===== src/rtl/gelato_bank_arbiter.sv =====
// Register-file bank read arbiter: one read grant per bank per cycle, a 2-cycle issue/response pipeline, and responses tagged {collector, rs}.
// Define GELATO_BANK_ARB_RR_EN to get round-robin arbitration per bank. Without it, each bank uses fixed priority (lowest index wins).
`ifndef REG_NUM
`define REG_NUM 64
`endif
`ifndef WARP_NUM
`define WARP_NUM 8
`endif
`ifndef THREAD_NUM
`define THREAD_NUM 4
`endif
`ifndef DATA_WIDTH
`define DATA_WIDTH 32
`endif

module gelato_bank_arbiter #(
  parameter int COLLECTOR_NUM = 4,
  parameter int BANK_NUM      = 4,
  parameter int REG_W         = $clog2(`REG_NUM),
  parameter int WARP_W        = $clog2(`WARP_NUM),
  localparam int R            = 3 * COLLECTOR_NUM,
  localparam int COL_W        = (COLLECTOR_NUM > 1) ? $clog2(COLLECTOR_NUM) : 1,
  localparam int ADDR_W       = WARP_W + REG_W,
  localparam int DATA_W       = `THREAD_NUM * `DATA_WIDTH
) (
  input  logic                         clk,
  input  logic                         rst_n,
  input  logic [R-1:0]                 req_valid,
  input  logic [R*REG_W-1:0]           req_reg,
  input  logic [COLLECTOR_NUM*WARP_W-1:0] req_warp,
  output logic [R-1:0]                 req_ready,
  input  logic [BANK_NUM-1:0]          bank_busy,
  output logic [BANK_NUM-1:0]          bank_rd_en,
  output logic [BANK_NUM*ADDR_W-1:0]   bank_rd_addr,
  input  logic [BANK_NUM*DATA_W-1:0]   bank_rd_data,
  output logic [BANK_NUM-1:0]          resp_valid,
  output logic [BANK_NUM*COL_W-1:0]    resp_collector,
  output logic [BANK_NUM*2-1:0]        resp_rs,
  output logic [BANK_NUM*DATA_W-1:0]   resp_data
);

  localparam int BANK_W = $clog2(BANK_NUM);
  localparam logic [R-1:0] ONE_R = {{(R-1){1'b0}}, 1'b1};

  logic [BANK_W-1:0] req_bank_s [R];
  logic [R-1:0]      cand_s     [BANK_NUM];
  logic [R-1:0]      sel_s      [BANK_NUM];
  logic [R-1:0]      gnt_oh_s   [BANK_NUM];
  logic [BANK_NUM-1:0] gnt_any_s;
  logic [ADDR_W-1:0] gnt_addr_s [BANK_NUM];
  logic [COL_W-1:0]  gnt_col_s  [BANK_NUM];
  logic [1:0]        gnt_rs_s   [BANK_NUM];
  logic [R-1:0]      ready_s;

  logic [BANK_NUM-1:0]        rd_en_r;
  logic [BANK_NUM*ADDR_W-1:0] rd_addr_r;
  logic [COL_W-1:0]           tag_col_r [BANK_NUM];
  logic [1:0]                 tag_rs_r  [BANK_NUM];
  logic [BANK_NUM-1:0]        resp_valid_r;
  logic [BANK_NUM*COL_W-1:0]  resp_col_r;
  logic [BANK_NUM*2-1:0]      resp_rs_r;

`ifdef GELATO_BANK_ARB_RR_EN
  localparam int IDX_W = $clog2(R);
  localparam logic [IDX_W-1:0] LAST_IDX = IDX_W'(R - 1);
  localparam logic [IDX_W-1:0] ONE_IDX  = {{(IDX_W-1){1'b0}}, 1'b1};

  logic [IDX_W-1:0] ptr_r      [BANK_NUM];
  logic [IDX_W-1:0] gnt_idx_s  [BANK_NUM];
  logic [R-1:0]     hi_mask_s  [BANK_NUM];
`endif

  // The low bits of (reg + warp) give the bank; only the low bits are needed for the modulo.
  for (genvar gi = 0; gi < R; gi++) begin : g_map
    assign req_bank_s[gi] = req_reg[gi*REG_W +: BANK_W] + req_warp[(gi/3)*WARP_W +: BANK_W];
  end

  // Per-bank candidate set and selection window (the RR window starts at ptr).
  always_comb begin
    for (int b = 0; b < BANK_NUM; b++) begin
      cand_s[b] = {R{1'b0}};
      for (int i = 0; i < R; i++) begin
        cand_s[b][i] = rst_n & req_valid[i] & ~bank_busy[b] & (req_bank_s[i] == BANK_W'(b));
      end
`ifdef GELATO_BANK_ARB_RR_EN
      hi_mask_s[b] = {R{1'b0}};
      for (int i = 0; i < R; i++) begin
        hi_mask_s[b][i] = (IDX_W'(i) >= ptr_r[b]);
      end
      sel_s[b] = (|(cand_s[b] & hi_mask_s[b])) ? (cand_s[b] & hi_mask_s[b]) : cand_s[b];
`else
      sel_s[b] = cand_s[b];
`endif
    end
  end

  // Keep the lowest set bit of the selection window, then decode the winner's fields from the one-hot grant.
  always_comb begin
    ready_s = {R{1'b0}};
    for (int b = 0; b < BANK_NUM; b++) begin
      gnt_oh_s[b]   = sel_s[b] & (~sel_s[b] + ONE_R);
      gnt_any_s[b]  = |sel_s[b];
      gnt_addr_s[b] = {ADDR_W{1'b0}};
      gnt_col_s[b]  = {COL_W{1'b0}};
      gnt_rs_s[b]   = 2'b00;
`ifdef GELATO_BANK_ARB_RR_EN
      gnt_idx_s[b]  = {IDX_W{1'b0}};
`endif
      for (int i = 0; i < R; i++) begin
        gnt_addr_s[b] = gnt_addr_s[b] | ({ADDR_W{gnt_oh_s[b][i]}} &
                        {req_warp[(i/3)*WARP_W +: WARP_W], req_reg[i*REG_W +: REG_W]});
        gnt_col_s[b]  = gnt_col_s[b] | ({COL_W{gnt_oh_s[b][i]}} & COL_W'(i / 3));
        gnt_rs_s[b]   = gnt_rs_s[b] | ({2{gnt_oh_s[b][i]}} & 2'(i % 3));
`ifdef GELATO_BANK_ARB_RR_EN
        gnt_idx_s[b]  = gnt_idx_s[b] | ({IDX_W{gnt_oh_s[b][i]}} & IDX_W'(i));
`endif
      end
      ready_s = ready_s | gnt_oh_s[b];
    end
  end

  assign req_ready = ready_s;

  // Issue stage (T+1) and response stage (T+2). Reset drops every in-flight read.
  always_ff @(posedge clk or negedge rst_n) begin
    if (!rst_n) begin
      rd_en_r      <= {BANK_NUM{1'b0}};
      rd_addr_r    <= {(BANK_NUM*ADDR_W){1'b0}};
      resp_valid_r <= {BANK_NUM{1'b0}};
      resp_col_r   <= {(BANK_NUM*COL_W){1'b0}};
      resp_rs_r    <= {(BANK_NUM*2){1'b0}};
      for (int b = 0; b < BANK_NUM; b++) begin
        tag_col_r[b] <= {COL_W{1'b0}};
        tag_rs_r[b]  <= 2'b00;
      end
    end else begin
      rd_en_r      <= gnt_any_s;
      resp_valid_r <= rd_en_r;
      for (int b = 0; b < BANK_NUM; b++) begin
        rd_addr_r[b*ADDR_W +: ADDR_W] <= gnt_addr_s[b];
        tag_col_r[b]                  <= gnt_col_s[b];
        tag_rs_r[b]                   <= gnt_rs_s[b];
        resp_col_r[b*COL_W +: COL_W]  <= tag_col_r[b];
        resp_rs_r[b*2 +: 2]           <= tag_rs_r[b];
      end
    end
  end

`ifdef GELATO_BANK_ARB_RR_EN
  // Round-robin pointer per bank: advances past the winner, and holds when there is no grant.
  always_ff @(posedge clk or negedge rst_n) begin
    if (!rst_n) begin
      for (int b = 0; b < BANK_NUM; b++) begin
        ptr_r[b] <= {IDX_W{1'b0}};
      end
    end else begin
      for (int b = 0; b < BANK_NUM; b++) begin
        if (gnt_any_s[b]) begin
          ptr_r[b] <= (gnt_idx_s[b] == LAST_IDX) ? {IDX_W{1'b0}} : gnt_idx_s[b] + ONE_IDX;
        end else begin
          ptr_r[b] <= ptr_r[b];
        end
      end
    end
  end
`endif

  assign bank_rd_en     = rd_en_r;
  assign bank_rd_addr   = rd_addr_r;
  assign resp_valid     = resp_valid_r;
  assign resp_collector = resp_col_r;
  assign resp_rs        = resp_rs_r;
  assign resp_data      = bank_rd_data;

endmodule


===== config.mk =====
export PLATFORM = sky130hd
export DESIGN_NAME = gelato_bank_arbiter
export DESIGN_NICKNAME = d
export VERILOG_FILES = /design/src/rtl/gelato_bank_arbiter.sv
export SDC_FILE = /design/constraint.sdc
export NUM_CORES = 1
export LEC_CHECK = 0
export CAP_MARGIN = 15
export CORE_AREA = 2 2 463 465
export DETAILED_ROUTE_END_ITERATION = 12
export DIE_AREA = 0 0 465 467
export PLACE_DENSITY_LB_ADDON = 0.05
export SYNTH_ARGS = -nofsm -noshare
export SYNTH_HDL_FRONTEND = slang
export SYNTH_SLANG_ARGS = --single-unit

===== constraint.sdc =====
create_clock -name clk -period 3.1 [get_ports clk]
set_clock_uncertainty 0.15 [all_clocks]
set_input_delay 0.62 -clock clk [delete_from_list [all_inputs] [get_ports clk]]
set_output_delay 0.62 -clock clk [all_outputs]
set_load 0.01 [all_outputs]

Word level (Yosys, flattened, before mapping):

Index checks and enable logic that the tools add are counted.

* bits in registers: 76
* logic and storage cells: 356
* output and inout port bits: 584

* reduce and logical (&&, ||, !) cells: 16
* equal/unequal tests: 36
* add/sub/neg operators: 16
* bitwise gates (word level): 275

Operators by type and width (number)
* bitwise AND 9 bit: 48
* OR 9 bit: 44
* bitwise AND 1 bit: 108
* OR 2 bit: 33
* adder 12 x 1 -> 12 bit (second input constant): 4
* bitwise AND 12 bit: 4
* == test 2 bit (second input constant): 24
* NOT 12 bit: 4
* OR reduction 12 bit: 4
* OR 12 bit: 3
* OR 2 x 1 -> 2 bit: 13
* adder 2 bit: 12
* == test 2 x 1 -> 1 bit (second input constant): 12
* logical NOT 2 bit: 12
* OR 1 x 2 -> 2 bit: 7
* OR 1 bit: 7
* NOT 1 bit: 4

Longest topological paths before layout:

Gate-level depths: netlist of the first run.

* depth after elaboration: 18
* depth in mapped cells: 10

Worst setup path after synthesis of the first run:

Ideal clock, no wire load.

* path kind: input -> output
* start: in req_reg[0]
* end: out req_ready[5]
* setup slack: -297 ps
* data required time: 2330 ps
* data arrival time: 2627 ps
* stages on the path: 6
* buffers on the path: 0
* cell sequence: ha_1 xnor3_2 or4_4 nand2_2 nor3b_2 or4_1

* longest elaborated chain between the ends: 9
* elaborated cells between the ends (all ways): 24

RTL lines
* start, declared: line 29 `input logic [R*REG_W-1:0] req_reg,`
* adder 2 bit (*): line 75 `assign req_bank_s[gi] = req_reg[gi*REG_W +: BANK_W] + req_warp[(gi/3)*WARP_W +: BANK_W];`
* == test 2 x 1 -> 1 bit / logical NOT 2 bit (equally long branches): line 83 `cand_s[b][i] = rst_n & req_valid[i] & ~bank_busy[b] & (req_bank_s[i] == BANK_W'(b));`
* bitwise AND 1 bit: line 83
* NOT 12 bit: line 101 `gnt_oh_s[b] = sel_s[b] & (~sel_s[b] + ONE_R);`
* adder 12 x 1 -> 12 bit: line 101
* bitwise AND 12 bit: line 101
* OR 12 bit (2 in a row): line 118 `ready_s = ready_s | gnt_oh_s[b];`
* OR 12 bit (*): line 118
* end, declared: line 31 `output logic [R-1:0] req_ready,`

Mark *: on every way between the ends. The rest lies on a longest branch, timed or not.

Final worst setup path of the first run:

* start: in req_warp[1]
* end: out req_ready[5]

* longest elaborated chain between the ends: 9
* elaborated cells between the ends (all ways): 42

RTL lines
* start, declared: line 30 `input logic [COLLECTOR_NUM*WARP_W-1:0] req_warp,`
* adder 2 bit: line 75
* == test 2 x 1 -> 1 bit / logical NOT 2 bit (equally long branches): line 83
* bitwise AND 1 bit: line 83
* NOT 12 bit: line 101
* adder 12 x 1 -> 12 bit: line 101
* bitwise AND 12 bit: line 101
* OR 12 bit (2 in a row): line 118
* OR 12 bit (*): line 118

Marks and branches as above.

==> impl_table.tex, run 1 <==
\begin{tabular}{lr}
\hline
Metric & Value \\
\hline
\multicolumn{2}{l}{\textbf{Setup path}} \\
Worst-path fanout max & 4 \\
Required time reported for the critical path endpoint & between 2 and 2.5 ns \\
R2r setup slk & about 2.3 ns \\
End of the worst register-to-register path & resp\_valid[2]\$\_DFF\_PN0\_ \\
Start-to-end type of the worst setup path & input pin to output port \\
Type of element capturing the critical path & output port \\
Startpoint type of the worst setup path & input pin \\
Worst R2R Start & bank\_rd\_en[2]\$\_DFF\_PN0\_ \\
Worst EP arrival & 2.97 ns \\
Reg2Reg Depth & 0 \\
Worst setup path start & req\_warp[1] \\
\multicolumn{2}{l}{\textbf{Routing}} \\
Wire length per cell after detailed routing & about 47 microns \\
Total number of vias & around 10000 \\
Vias per cell & 2.46 \\
DRC violations left & 0 \\
WL final & 195 mm \\
DR iter-0 viols & slightly below 600 \\
Remaining antenna violation count & 0 \\
Number of search-and-repair iterations in the first detailed-routing pass & 5 \\
\multicolumn{2}{l}{\textbf{Layout}} \\
Number of nets in the layout & about 2000 \\
Filler Cells Inserted & roughly 25000 \\
Most frequent cells in the layout & sky130\_fd\_sc\_hd\_\_buf\_4, sky130\_fd\_sc\_hd\_\_clkdlybuf4s50\_1, sky130\_fd\_sc\_hd\_\_buf\_6 \\
Final core utilization & under 10\% \\
Most frequent standard cell in the layout excluding fill and tap cells & sky130\_fd\_sc\_hd\_\_buf\_4 \\
Area Growth Syn to Fin & 68.6\% \\
Area of the multi-input gates & $\sim$6000 sq um \\
Reg area & 1900 sq um \\
Ratio of cells with drive above 1 in the final layout & between 50\% and 60\% \\
\multicolumn{2}{l}{\textbf{Logic synthesis}} \\
Count of flip-flops with a built-in enable after synthesis & 0 \\
Sequential area share after synthesis & between 10\% and 20\% \\
Yosys synthesis warning count & 0 \\
Post-Syn Area per Cell & 8.58 sq um \\
Syn\_nets & 1849 \\
Number of distinct standard cells referenced by the synthesized netlist & just under 90 \\
Gate Count Post-Synth & 1223 \\
Register bit count reported by yosys & between 70 and 80 \\
Share of synthesized registers carrying an async set or reset & between 90\% and 100\% \\
Synthesized cell area & between 10000 and 15000 sq um \\
Prevailing post-synth register cell & sky130\_fd\_sc\_hd\_\_dfrtp\_1 \\
\multicolumn{2}{l}{\textbf{STA}} \\
Crit share post-route & 121\% \\
Endpoints failing setup & 19 \\
Final Hold Fails & 0 \\
Worst slew margin & 56.5\% \\
Final Max Slew Viols & 0 \\
Worst Max-Slew Pin Slew & roughly 0.65 ns \\
Final setup margin & -0.642 ns \\
Final period demand of the worst path & between 3 and 4 ns \\
Unrepaired setup endpoints after global routing & true \\
Worst hold slack & between 0.15 and 0.2 ns \\
Fmax & around 270 MHz \\
\multicolumn{2}{l}{\textbf{Placed design}} \\
Placer Congestion & around 0.9 \\
Count of buffers inserted at the top-level ports & 173 \\
Placed wire-length estimate & around 180 mm \\
Placement-stage worst setup slack & -1.80 ns \\
\multicolumn{2}{l}{\textbf{Outcome}} \\
Violated checks & setup timing \\
Run status & complete, but fails checks \\
\multicolumn{2}{l}{\textbf{Floorplan}} \\
IO Count & between 1000 and 1500 \\
Horizontal die dimension & 465 microns \\
Standard-cell row count & $\sim$170 \\
Initial Utilization & between 4 and 5\% \\
Floorplan die height & 467 microns \\
Core Footprint & 212000 sq um \\
Area of the die & 217000 sq um \\
\multicolumn{2}{l}{\textbf{Hold path}} \\
Hold depth & 0 \\
Worst min-delay path class & register to register \\
Hold path startpoint & tag\_rs\_r[0]\$\_DFF\_PN0\_ \\
Terminating pin of the worst hold path & resp\_rs[6]\$\_DFF\_PN0\_ \\
\multicolumn{2}{l}{\textbf{Global route}} \\
Wire length of the first global-routing pass & 222 mm \\
Grt total ovfl & 0 \\
Number of antenna violations at the first check in global routing & 0 \\
Tot GR Track Use & between 10\% and 20\% \\
Largest net degree at the start of global routing & 42 \\
Number of global-route vias before repair & around 11000 \\
\multicolumn{2}{l}{\textbf{Pwr}} \\
Power density over the cells & around 290 nW/um\^{}2 \\
Switching power of the nets & between 1.5 and 2 mW \\
Share of power burned in registers & a little under a quarter \\
Overall power consumption & between 5 and 6 mW \\
Worst vdd rail ir drop & about 0.31 mV \\
Switching fraction of total power & about two fifths \\
Relative contribution of combinational cells to total power & a little over half \\
Leak Pwr & 6.66 nW \\
Clock network fraction of total power & about a quarter \\
Internal power & about 3 mW \\
\multicolumn{2}{l}{\textbf{Clock tree}} \\
Maximum clock insertion buffer count & 2 \\
Hold-fix buffer count after cts & 0 \\
Clock insertion delay at the later pin of the skew report & about 0.4 ns \\
Clk sink count & 76 \\
H-tree depth reported by CTS & 3 \\
Cts bufs inserted & 9 \\
Clock tree root driver cell & sky130\_fd\_sc\_hd\_\_clkbuf\_16 \\
Clock transition at the registers of the reported paths & $\sim$0.06 ns \\
TritonCTS clock tree & yes \\
\multicolumn{2}{l}{\textbf{Job}} \\
Number of maximum-capacitance constraint violations & 0 \\
\hline
\end{tabular}
## kinds of logic (layout without fill, tap and decap cells)
kind of cell,Yosys count,after routing,share of synthesized area [%]
AOI/OAI and AO/OA,217,217,17.9
muxes,5,5,0.536
xor gates and xnor gates,25,25,5.04
other,0,1,0
buffers and inverters,566,687,39.3
and+or+nand+nor,322,322,17.7
adders and majority gates,12,12,1.43
DFF,76,76,18.1
## worst max path at each step
stage | end | slack, ns | depth (start not counted)
after floorplan | req_ready[5] | -0.09 | 6
after global placement | req_ready[8] | -1.79 | 13
after detailed placement | req_ready[8] | -1.80 | 13
after CTS | req_ready[5] | -0.81 | 11
after global routing | req_ready[5] | -0.64 | 10
final | req_ready[5] | -0.64 | 10
## power by group through the flow
stage,clock network [mW],logic [mW],registers (mW)
6_report,1.21,2.64,1.20
5_1_grt,1.33,2.80,1.21
4_1_cts,1.30,2.65,1.20
3_5_place_dp,0,2.24,1.22
3_3_place_gp,0,2.27,1.22
2_1_floorplan,0,1.29,1.25
## worst max-delay path, cell delays in order
cell	delay, ns
sky130_fd_sc_hd__buf_6	0.08
sky130_fd_sc_hd__buf_12	0.11
sky130_fd_sc_hd__xnor3_2	0.50
sky130_fd_sc_hd__buf_6	0.15
sky130_fd_sc_hd__or4_4	0.52
sky130_fd_sc_hd__buf_8	0.15
sky130_fd_sc_hd__nand2_4	0.06
sky130_fd_sc_hd__nor3b_4	0.05
sky130_fd_sc_hd__or4_4	0.56
sky130_fd_sc_hd__buf_6	0.16
## state kept, by name, indices dropped and copies added, names as in the netlist
signal          count
bank_rd_addr       36
resp_collector      8
resp_rs             8
tag_col_r           8
tag_rs_r            8
bank_rd_en          4
resp_valid          4
## stage by stage
step / TNS (ns) / std cells / area [sq um]
after floorplan: -0.237 / 1223 / 10600
after global placement: -69.35 / 4047 / 14800
after detailed placement: -67.65 / 4047 / 14800
after CTS: -9.57 / 4138 / 17300
after global routing: -7.18 / 4165 / 17700
final: -6.49 / 4166 / 17700
## layer usage
metal	wire length (microns)	vias to the layer above	GRT usage, %
met5	641	-	2.02
met4	2530	12	2.44
met3	70700	145	29.8
met2	84100	1139	26.5
met1	36800	4802	9.32
li1	-	4137	-
## Yosys cell counts, types with 6 or more instances
library cell / count / area share [%]
sky130_fd_sc_hd__nand2_1: 69 / 2.5
sky130_fd_sc_hd__or3_1: 10 / 0.60
sky130_fd_sc_hd__o211ai_1: 11 / 0.79
sky130_fd_sc_hd__a221oi_1: 37 / 3.1
sky130_fd_sc_hd__buf_4: 514 / 37
sky130_fd_sc_hd__xor3_1: 8 / 1.8
sky130_fd_sc_hd__nor3_1: 24 / 1.1
sky130_fd_sc_hd__buf_2: 12 / 0.57
sky130_fd_sc_hd__o2bb2ai_1: 6 / 0.50
sky130_fd_sc_hd__and3_1: 12 / 0.72
sky130_fd_sc_hd__buf_6: 7 / 0.75
sky130_fd_sc_hd__nor3b_1: 6 / 0.43
sky130_fd_sc_hd__a32o_1: 6 / 0.57
sky130_fd_sc_hd__clkbuf_1: 16 / 0.57
sky130_fd_sc_hd__a22oi_1: 22 / 1.6
sky130_fd_sc_hd__nor3_2: 7 / 0.67
sky130_fd_sc_hd__o21ai_0: 6 / 0.29
sky130_fd_sc_hd__a221o_1: 20 / 1.9
sky130_fd_sc_hd__xnor3_1: 8 / 1.7
sky130_fd_sc_hd__o2111ai_1: 8 / 0.67
sky130_fd_sc_hd__ha_1: 12 / 1.4
sky130_fd_sc_hd__nor2_1: 56 / 2.0
sky130_fd_sc_hd__a22o_1: 28 / 2.3
sky130_fd_sc_hd__a21oi_1: 16 / 0.76
sky130_fd_sc_hd__dfrtp_1: 76 / 18
sky130_fd_sc_hd__nand3b_1: 6 / 0.43
sky130_fd_sc_hd__nand3_1: 58 / 2.8
sky130_fd_sc_hd__a32oi_1: 12 / 1.0
sky130_fd_sc_hd__and2_1: 6 / 0.36
sky130_fd_sc_hd__inv_1: 12 / 0.43
sky130_fd_sc_hd__nand4_1: 7 / 0.42
sky130_fd_sc_hd__a211oi_1: 7 / 0.50
## layout make-up
type	count	area share (%)
well taps	2821	20.0
inverters	12	0.255
diodes	1	0.0141
repair buffers	659	33.2
clock inverters	5	0.339
multi-input cells	581	34.1
clock buffers	11	1.43
flip-flops and latches	76	10.7
## timing repair
item                       4_1_cts  5_1_grt
hold endpoints to repair         0        0
buffers inserted               100       41
gates resized for setup        457      125
setup endpoints to repair       64       39
pin swaps                      101       67
No activity file was read; power rests on OpenSTA's default activity.
==> run 2, diff against run 1 <==
Settings changed: CTS_CLUSTER_DIAMETER set to 120, SLEW_MARGIN set to 20.
==> results of run 2 <==
Final layout, timing and power as in run 1 (identical DEF).
